==> src/rtl/mr_sto_pkg.sv <==
// Shared types for the relay-CPU store sequencer: FSM state encoding,
// pending-phase bit indices and the default handshake timeout.
package mr_sto_pkg;

  typedef enum logic [2:0] {
    ST_IDLE = 3'd0,
    ST_ALU  = 3'd1,
    ST_REG  = 3'd2,
    ST_RAM  = 3'd3,
    ST_IO   = 3'd4,
    ST_FIN  = 3'd5
  } state_t;

  localparam int PH_ALU = 0;
  localparam int PH_REG = 1;
  localparam int PH_RAM = 2;
  localparam int PH_IO  = 3;

  localparam int TIMEOUT_DEF = 15;

  // Lowest-order pending phase wins; an empty mask means the sequence is done.
  function automatic state_t first_phase(input logic [3:0] m);
    state_t s;
    if (m[PH_ALU])      s = ST_ALU;
    else if (m[PH_REG]) s = ST_REG;
    else if (m[PH_RAM]) s = ST_RAM;
    else if (m[PH_IO])  s = ST_IO;
    else                s = ST_FIN;
    return s;
  endfunction

endpackage

==> src/rtl/mr_ack_timer.sv <==
// Wait counter for the RAM/IO handshakes: cleared on entry to a wait state,
// counts waiting cycles and flags expiry on the TIMEOUT-th waiting cycle.
module mr_ack_timer
  import mr_sto_pkg::*;
#(
  parameter int TIMEOUT = TIMEOUT_DEF
) (
  input  logic clk,
  input  logic rst,
  input  logic clr,
  input  logic run,
  output logic expired
);

  logic [7:0] cnt;

  always_ff @(posedge clk or posedge rst) begin
    if (rst) begin
      cnt <= '0;
    end else if (clr) begin
      cnt <= '0;
    end else if (run && !expired) begin
      cnt <= cnt + 8'd1;
    end
  end

  // cnt holds the number of waiting cycles already completed.
  assign expired = run && (cnt == 8'(TIMEOUT - 1));

endmodule

==> src/rtl/mr_store_sequencer.sv <==
// Write-back phase sequencer: runs the captured store strobes as ordered
// write phases. Define MR_STO_TIMEOUT_EN to bound the RAM/IO ack waits.
module mr_store_sequencer
  import mr_sto_pkg::*;
#(
  parameter int DW      = 16,
  parameter int TIMEOUT = TIMEOUT_DEF
) (
  input  logic          CLK,
  input  logic          RST,
  input  logic          EXEC,
  input  logic          STO_ALU,
  input  logic          STO_REG,
  input  logic          STO_RAM,
  input  logic          STO_IO,
  input  logic [15:0]   DST,
  input  logic [DW-1:0] ADDR,
  input  logic [DW-1:0] DATA,
  output logic [DW-1:0] WDATA,
  output logic [DW-1:0] WADDR,
  output logic          ALU_LD,
  output logic          REG_WE,
  output logic [2:0]    REG_SEL,
  output logic          RAM_WE,
  input  logic          RAM_ACK,
  output logic          IO_WR,
  input  logic          IO_ACK,
  output logic          BUSY,
  output logic          DONE,
  output logic          ERR,
  output logic [2:0]    dbg_state
);

  state_t     state, state_nx;
  logic [3:0] mask, mask_nx;
  logic       accept;
  logic       tmo;

  logic [12:0] unused_dst;
  assign unused_dst = DST[15:3];
  assign dbg_state  = state;

  // Handshake: RAM_WE/IO_WR is a request held high, with WADDR/WDATA stable,
  // until the matching ACK is sampled high on a rising edge; that edge
  // completes the write and the request is low in the following cycle.
  always_comb begin
    state_nx = state;
    mask_nx  = mask;
    accept   = 1'b0;
    unique case (state)
      ST_IDLE: begin
        if (EXEC) begin
          accept   = 1'b1;
          mask_nx  = {STO_IO, STO_RAM, STO_REG, STO_ALU};
          state_nx = first_phase(mask_nx);
        end
      end
      ST_ALU: begin
        mask_nx[PH_ALU] = 1'b0;
        state_nx        = first_phase(mask_nx);
      end
      ST_REG: begin
        mask_nx[PH_REG] = 1'b0;
        state_nx        = first_phase(mask_nx);
      end
      ST_RAM: begin
        if (RAM_ACK || tmo) begin
          mask_nx[PH_RAM] = 1'b0;
          state_nx        = first_phase(mask_nx);
        end
      end
      ST_IO: begin
        if (IO_ACK || tmo) begin
          mask_nx[PH_IO] = 1'b0;
          state_nx       = first_phase(mask_nx);
        end
      end
      ST_FIN:  state_nx = ST_IDLE;
      default: state_nx = ST_IDLE;
    endcase
  end

  // Outputs are decoded from the state being entered so they are registered
  // and line up with that state's cycle.
  always_ff @(posedge CLK or posedge RST) begin
    if (RST) begin
      state   <= ST_IDLE;
      mask    <= '0;
      WDATA   <= '0;
      WADDR   <= '0;
      REG_SEL <= '0;
      ALU_LD  <= 1'b0;
      REG_WE  <= 1'b0;
      RAM_WE  <= 1'b0;
      IO_WR   <= 1'b0;
      DONE    <= 1'b0;
      BUSY    <= 1'b0;
    end else begin
      state <= state_nx;
      mask  <= mask_nx;
      if (accept) begin
        WDATA   <= DATA;
        WADDR   <= ADDR;
        REG_SEL <= DST[2:0];
      end
      ALU_LD <= (state_nx == ST_ALU);
      REG_WE <= (state_nx == ST_REG);
      RAM_WE <= (state_nx == ST_RAM);
      IO_WR  <= (state_nx == ST_IO);
      DONE   <= (state_nx == ST_FIN);
      BUSY   <= (state_nx != ST_IDLE);
    end
  end

`ifdef MR_STO_TIMEOUT_EN
  logic timer_clr;
  logic timer_run;
  logic err_q;

  assign timer_run = (state == ST_RAM) || (state == ST_IO);
  assign timer_clr = ((state_nx == ST_RAM) || (state_nx == ST_IO)) && (state_nx != state);

  mr_ack_timer #(.TIMEOUT(TIMEOUT)) u_ack_timer (
    .clk     (CLK),
    .rst     (RST),
    .clr     (timer_clr),
    .run     (timer_run),
    .expired (tmo)
  );

  // An ack in the expiry cycle still counts as a clean completion.
  always_ff @(posedge CLK or posedge RST) begin
    if (RST) begin
      err_q <= 1'b0;
    end else if (accept) begin
      err_q <= 1'b0;
    end else if (tmo && (((state == ST_RAM) && !RAM_ACK) ||
                         ((state == ST_IO) && !IO_ACK))) begin
      err_q <= 1'b1;
    end
  end

  assign ERR = err_q;
`else
  logic [7:0] unused_tmo;
  assign unused_tmo = 8'(TIMEOUT);
  assign tmo        = 1'b0;
  assign ERR        = 1'b0;
`endif

endmodule

==> config.mk <==
export PLATFORM = sky130hd
export DESIGN_NAME = mr_store_sequencer
export DESIGN_NICKNAME = d
export VERILOG_FILES = /design/src/rtl/mr_sto_pkg.sv /design/src/rtl/mr_ack_timer.sv /design/src/rtl/mr_store_sequencer.sv
export SDC_FILE = /design/constraint.sdc
export NUM_CORES = 1
export LEC_CHECK = 0
export CAP_MARGIN = 20
export CORE_UTILIZATION = 32
export DETAILED_ROUTE_END_ITERATION = 12
export HOLD_SLACK_MARGIN = 0.1
export PLACE_DENSITY = 0.67
export SLEW_MARGIN = 10
export SYNTH_ARGS = -nofsm -noshare
export SYNTH_HDL_FRONTEND = slang
export SYNTH_SLANG_ARGS = --single-unit
==> constraint.sdc <==
create_clock -name CLK -period 1.8 [get_ports CLK]
set_input_delay 0.36 -clock CLK [delete_from_list [all_inputs] [get_ports CLK]]
set_output_delay 0.36 -clock CLK [all_outputs]
set_load 0.02 [all_outputs]
==> reports/results.tsv <==
stage	metric	value	unit
global_route	largest net degree at the start of global routing	25	
final_layout	final std cells w/o fill	328	
sta	Final Cycle Share	97.74	%
power_and_ir_drop	Tot Pwr	5555	uW
global_route	first-pass GRT wire length	6975	um
clock_network	Clock Sinks	48	
global_route	number of global-route vias before repair	1507	
sta	post-layout minimum cycle time	1.759	ns
worst_setup_path	slowest library cell on the worst path	clkdlybuf4s50_1	
worst_setup_path	crit path buf inv count	1	
clock_network	clock slew at reported path FFs	0.09	ns
placement	# port buffers	87	
yosys	Yosys Warn Count	0	
routing	Post-DRT Antenna Nets	0	
worst_setup_path	startpoint types	flip-flop	
power_and_ir_drop	peak supply drop	0.7838	mV
power_and_ir_drop	Pint	3517	uW
global_route	gr busiest metal	met2	
outcome	status	finished clean	
worst_setup_path	Req. time, crit path	1.44	ns
placement	hpwl dp	3258	um
sta	endpoints failing setup	0	
floorplan	Die H	80.97	um
flow_run	maxcap violations	0	
sta	RSZ-0062 raised after global routing	false	
placement	DP Cell Count	321	
power_and_ir_drop	Leak	0.001339	uW
yosys	Post-synth EDFFs	0	
clock_network	Longest Clk Path Bufs	2	
clock_network	Worst-Skew Late Latency	0.29	ns
power_and_ir_drop	Comb pwr share	54.9	%
routing	initial DRC count	50	
clock_network	Setup Buffers After CTS	0	
final_layout	commonest non-fill, non-tap cells in the layout	85 x clkdlybuf4s50_1, 48 x dfrtp_1, 35 x mux2_2, 13 x nor2_1, 12 x buf_4	
floorplan	die width	80.97	um
floorplan	IO Count	102	
clock_network	CTS tree	done	
worst_setup_path	Worst setup EP type	output pin	
floorplan	Core ar.	0.005956	mm2
yosys	sequential share of the synthesized area	60.19	%
yosys	ys flop type	dfrtp_1	
sta	highest clock rate	568.4	MHz
routing	final wirelength	4322	um
global_route	GRT Resource Usage Total	14.04	%
placement	routability cong.	0.8233	
yosys	post-synth top area share	60.19	%
worst_setup_path	worst-path fanout max	5	
yosys	cell count after synthesis	152	
routing	Pre-antenna DRT Iters	4	
final_layout	commonest non-fill, non-tap cell in the layout	clkdlybuf4s50_1	
final_layout	# fillers	532	
floorplan	Cell Rows	28	
yosys	Seq cells post-synth	48	
routing	WL per Instance	13.18	um
sta	clk_skew	0.007603	ns
power_and_ir_drop	switch share	36.69	%
global_route	gr ovfl total	0	
global_route	met2 Resource Use GR	23.78	%
power_and_ir_drop	Reg power frac	34.3	%
routing	DR vias	1508	
worst_setup_path	cell-by-cell listing of the critical path	clkdlybuf4s50_1	
yosys	cell type with the largest total area after synthesis	dfrtp_1	
routing	DRC	0	
final_layout	Antenna Cells	0	
power_and_ir_drop	pwr dens	1760	mW/mm2
global_route	global routing met1 resource utilization	16.86	%
routing	routed vias/inst	4.598	
clock_network	H-tree Lvls	2	
floorplan	DIE AREA	0.006556	mm2
clock_network	CTS buffer count	5	
power_and_ir_drop	clock power share	10.8	%
sta	final hold viol count	0	
global_route	GR Util met3	3.933	%
yosys	post-synthesis async set-or-reset flop share	100.0	%
yosys	Post-Syn Nets	209	
clock_network	Hold-fix buffers, CTS	0	
worst_setup_path	crit path kind	flip-flop to output pin	
final_layout	share of layout cells above drive strength 1	24.51	%
worst_setup_path	CP delay by family, top	buffers and inverters	
yosys	Cell variety after synth	32	
worst_setup_path	slowest stage delay, CP	0.64	ns
yosys	Post-Syn Area per Cell	13.13	um2
floorplan	starting density of the core	33.51	%
hold_path	HP Class	primary input to asynchronous set/reset pin	
clock_network	clk root buf	clkbuf_8	
yosys	Mapped Area	0.001996	mm2
power_and_ir_drop	Switching Power	2038	uW
final_layout	nets	310	
global_route	initial antenna violation count	0	
sta	max-slew violation count	0	
yosys	Area contributors post-synth	dfrtp_1 60%, mux2_2 20%, nor2_1 2.4%, buf_2 1.5%, inv_1 1.3%	
final_layout	Area growth syn-to-layout	58.12	%
worst_setup_path	critical path arrival	1.40	ns
-- cells by family (layout without fill, tap and decap cells) --
group	after synthesis	count (layout)	share of synthesized area, %
DFF	48	48	60.19
muxes	36	36	20.25
and+or+nand+nor	31	31	9.092
AOI/OAI and AO/OA	20	20	6.520
buffers and inverters	16	117	3.762
other	1	1	0.1879
-- layer usage --
metal | part of all wire [%] | up-vias | routed length, um
li1 | - | 725 | -
met1 | 43 | 717 | 1841
met2 | 49 | 61 | 2118
met3 | 7.3 | 5 | 315
met4 | 1.1 | 0 | 46
met5 | 0 | - | 0
-- worst paths after layout --
kind	startpoint	slack (ns)	end	cells after the start
max	dbg_state[1]$_DFF_PP0_	0.04	dbg_state[1]	1
min reg2reg	REG_SEL[0]$_DFFE_PP0P_	0.51	REG_SEL[0]$_DFFE_PP0P_	1
min	RST	0.32	WDATA[0]$_DFFE_PP0P_	2
min in group CLK	REG_SEL[0]$_DFFE_PP0P_	0.51	REG_SEL[0]$_DFFE_PP0P_	1
max reg2reg	dbg_state[2]$_DFF_PP0_	0.12	WDATA[12]$_DFFE_PP0P_	3
max in group asynchronous	RST	1.02	BUSY$_DFF_PP0_	3
-- state kept, by name (all words and copies together), names as in the netlist --
register	cells
WADDR	16
WDATA	16
mask	4
REG_SEL	3
dbg_state	3
ALU_LD	1
BUSY	1
DONE	1
IO_WR	1
RAM_WE	1
REG_WE	1
-- power groups by stage --
| stage | clock [uW] | sequential (uW) | combinational, uW |
|---|---|---|---|
| global placement | 0 | 1910 | 3030 |
| CTS | 639 | 1910 | 3080 |
| global route | 678 | 1980 | 3270 |
| finish | 600 | 1910 | 3050 |
| floorplan | 0 | 2490 | 1060 |
| detailed placement | 0 | 1930 | 3070 |
-- layout make-up --
| cell class | instances | area, um2 | area share [%] |
|---|---|---|---|
| clock inverter | 2 | 12.51 | 0.3965 |
| timing repair buffer | 102 | 1022 | 32.39 |
| inverter | 8 | 30.03 | 0.9516 |
| tap | 75 | 93.84 | 2.974 |
| clock buffer | 5 | 68.82 | 2.181 |
| sequential | 48 | 1201 | 38.06 |
| multi-input combinational | 88 | 726.9 | 23.04 |
-- stage by stage --
step / cell area, um2 / hold WS [ns] / setup WS, ns / util, % / TNS [ns]
6_report: 3156 / 0.3168 / 0.04064 / 52.98 / 0
2_1_floorplan: 1996 / 0.4753 / 0.07909 / - / 0
3_5_place_dp: 3065 / 0.4939 / -0.2155 / 51.47 / -6.916
5_1_grt: 3156 / 0.3402 / 0.004940 / 52.98 / 0
4_1_cts: 3146 / 0.3127 / 0.002090 / 52.82 / 0
3_3_place_gp: 3065 / 0.4886 / -0.1816 / 51.47 / -5.733
-- cell usage after synthesis, types with 2 or more instances --
cell,n
nand2b_1,2
buf_4,2
o21ai_0,4
nor2_1,13
inv_1,7
buf_2,6
dfrtp_1,48
o31ai_1,2
mux2_2,35
nand2_1,3
and3_1,3
a31oi_1,2
o21ai_1,2
a21oi_1,5
-- repair_timing --
| action | CTS | global route |
|---|---|---|
| cloned | 0 | 0 |
| gates resized for setup | 1 | 3 |
| setup endpoints to repair | 1 | 3 |
Note: power is estimated with default switching activity, not from simulation.
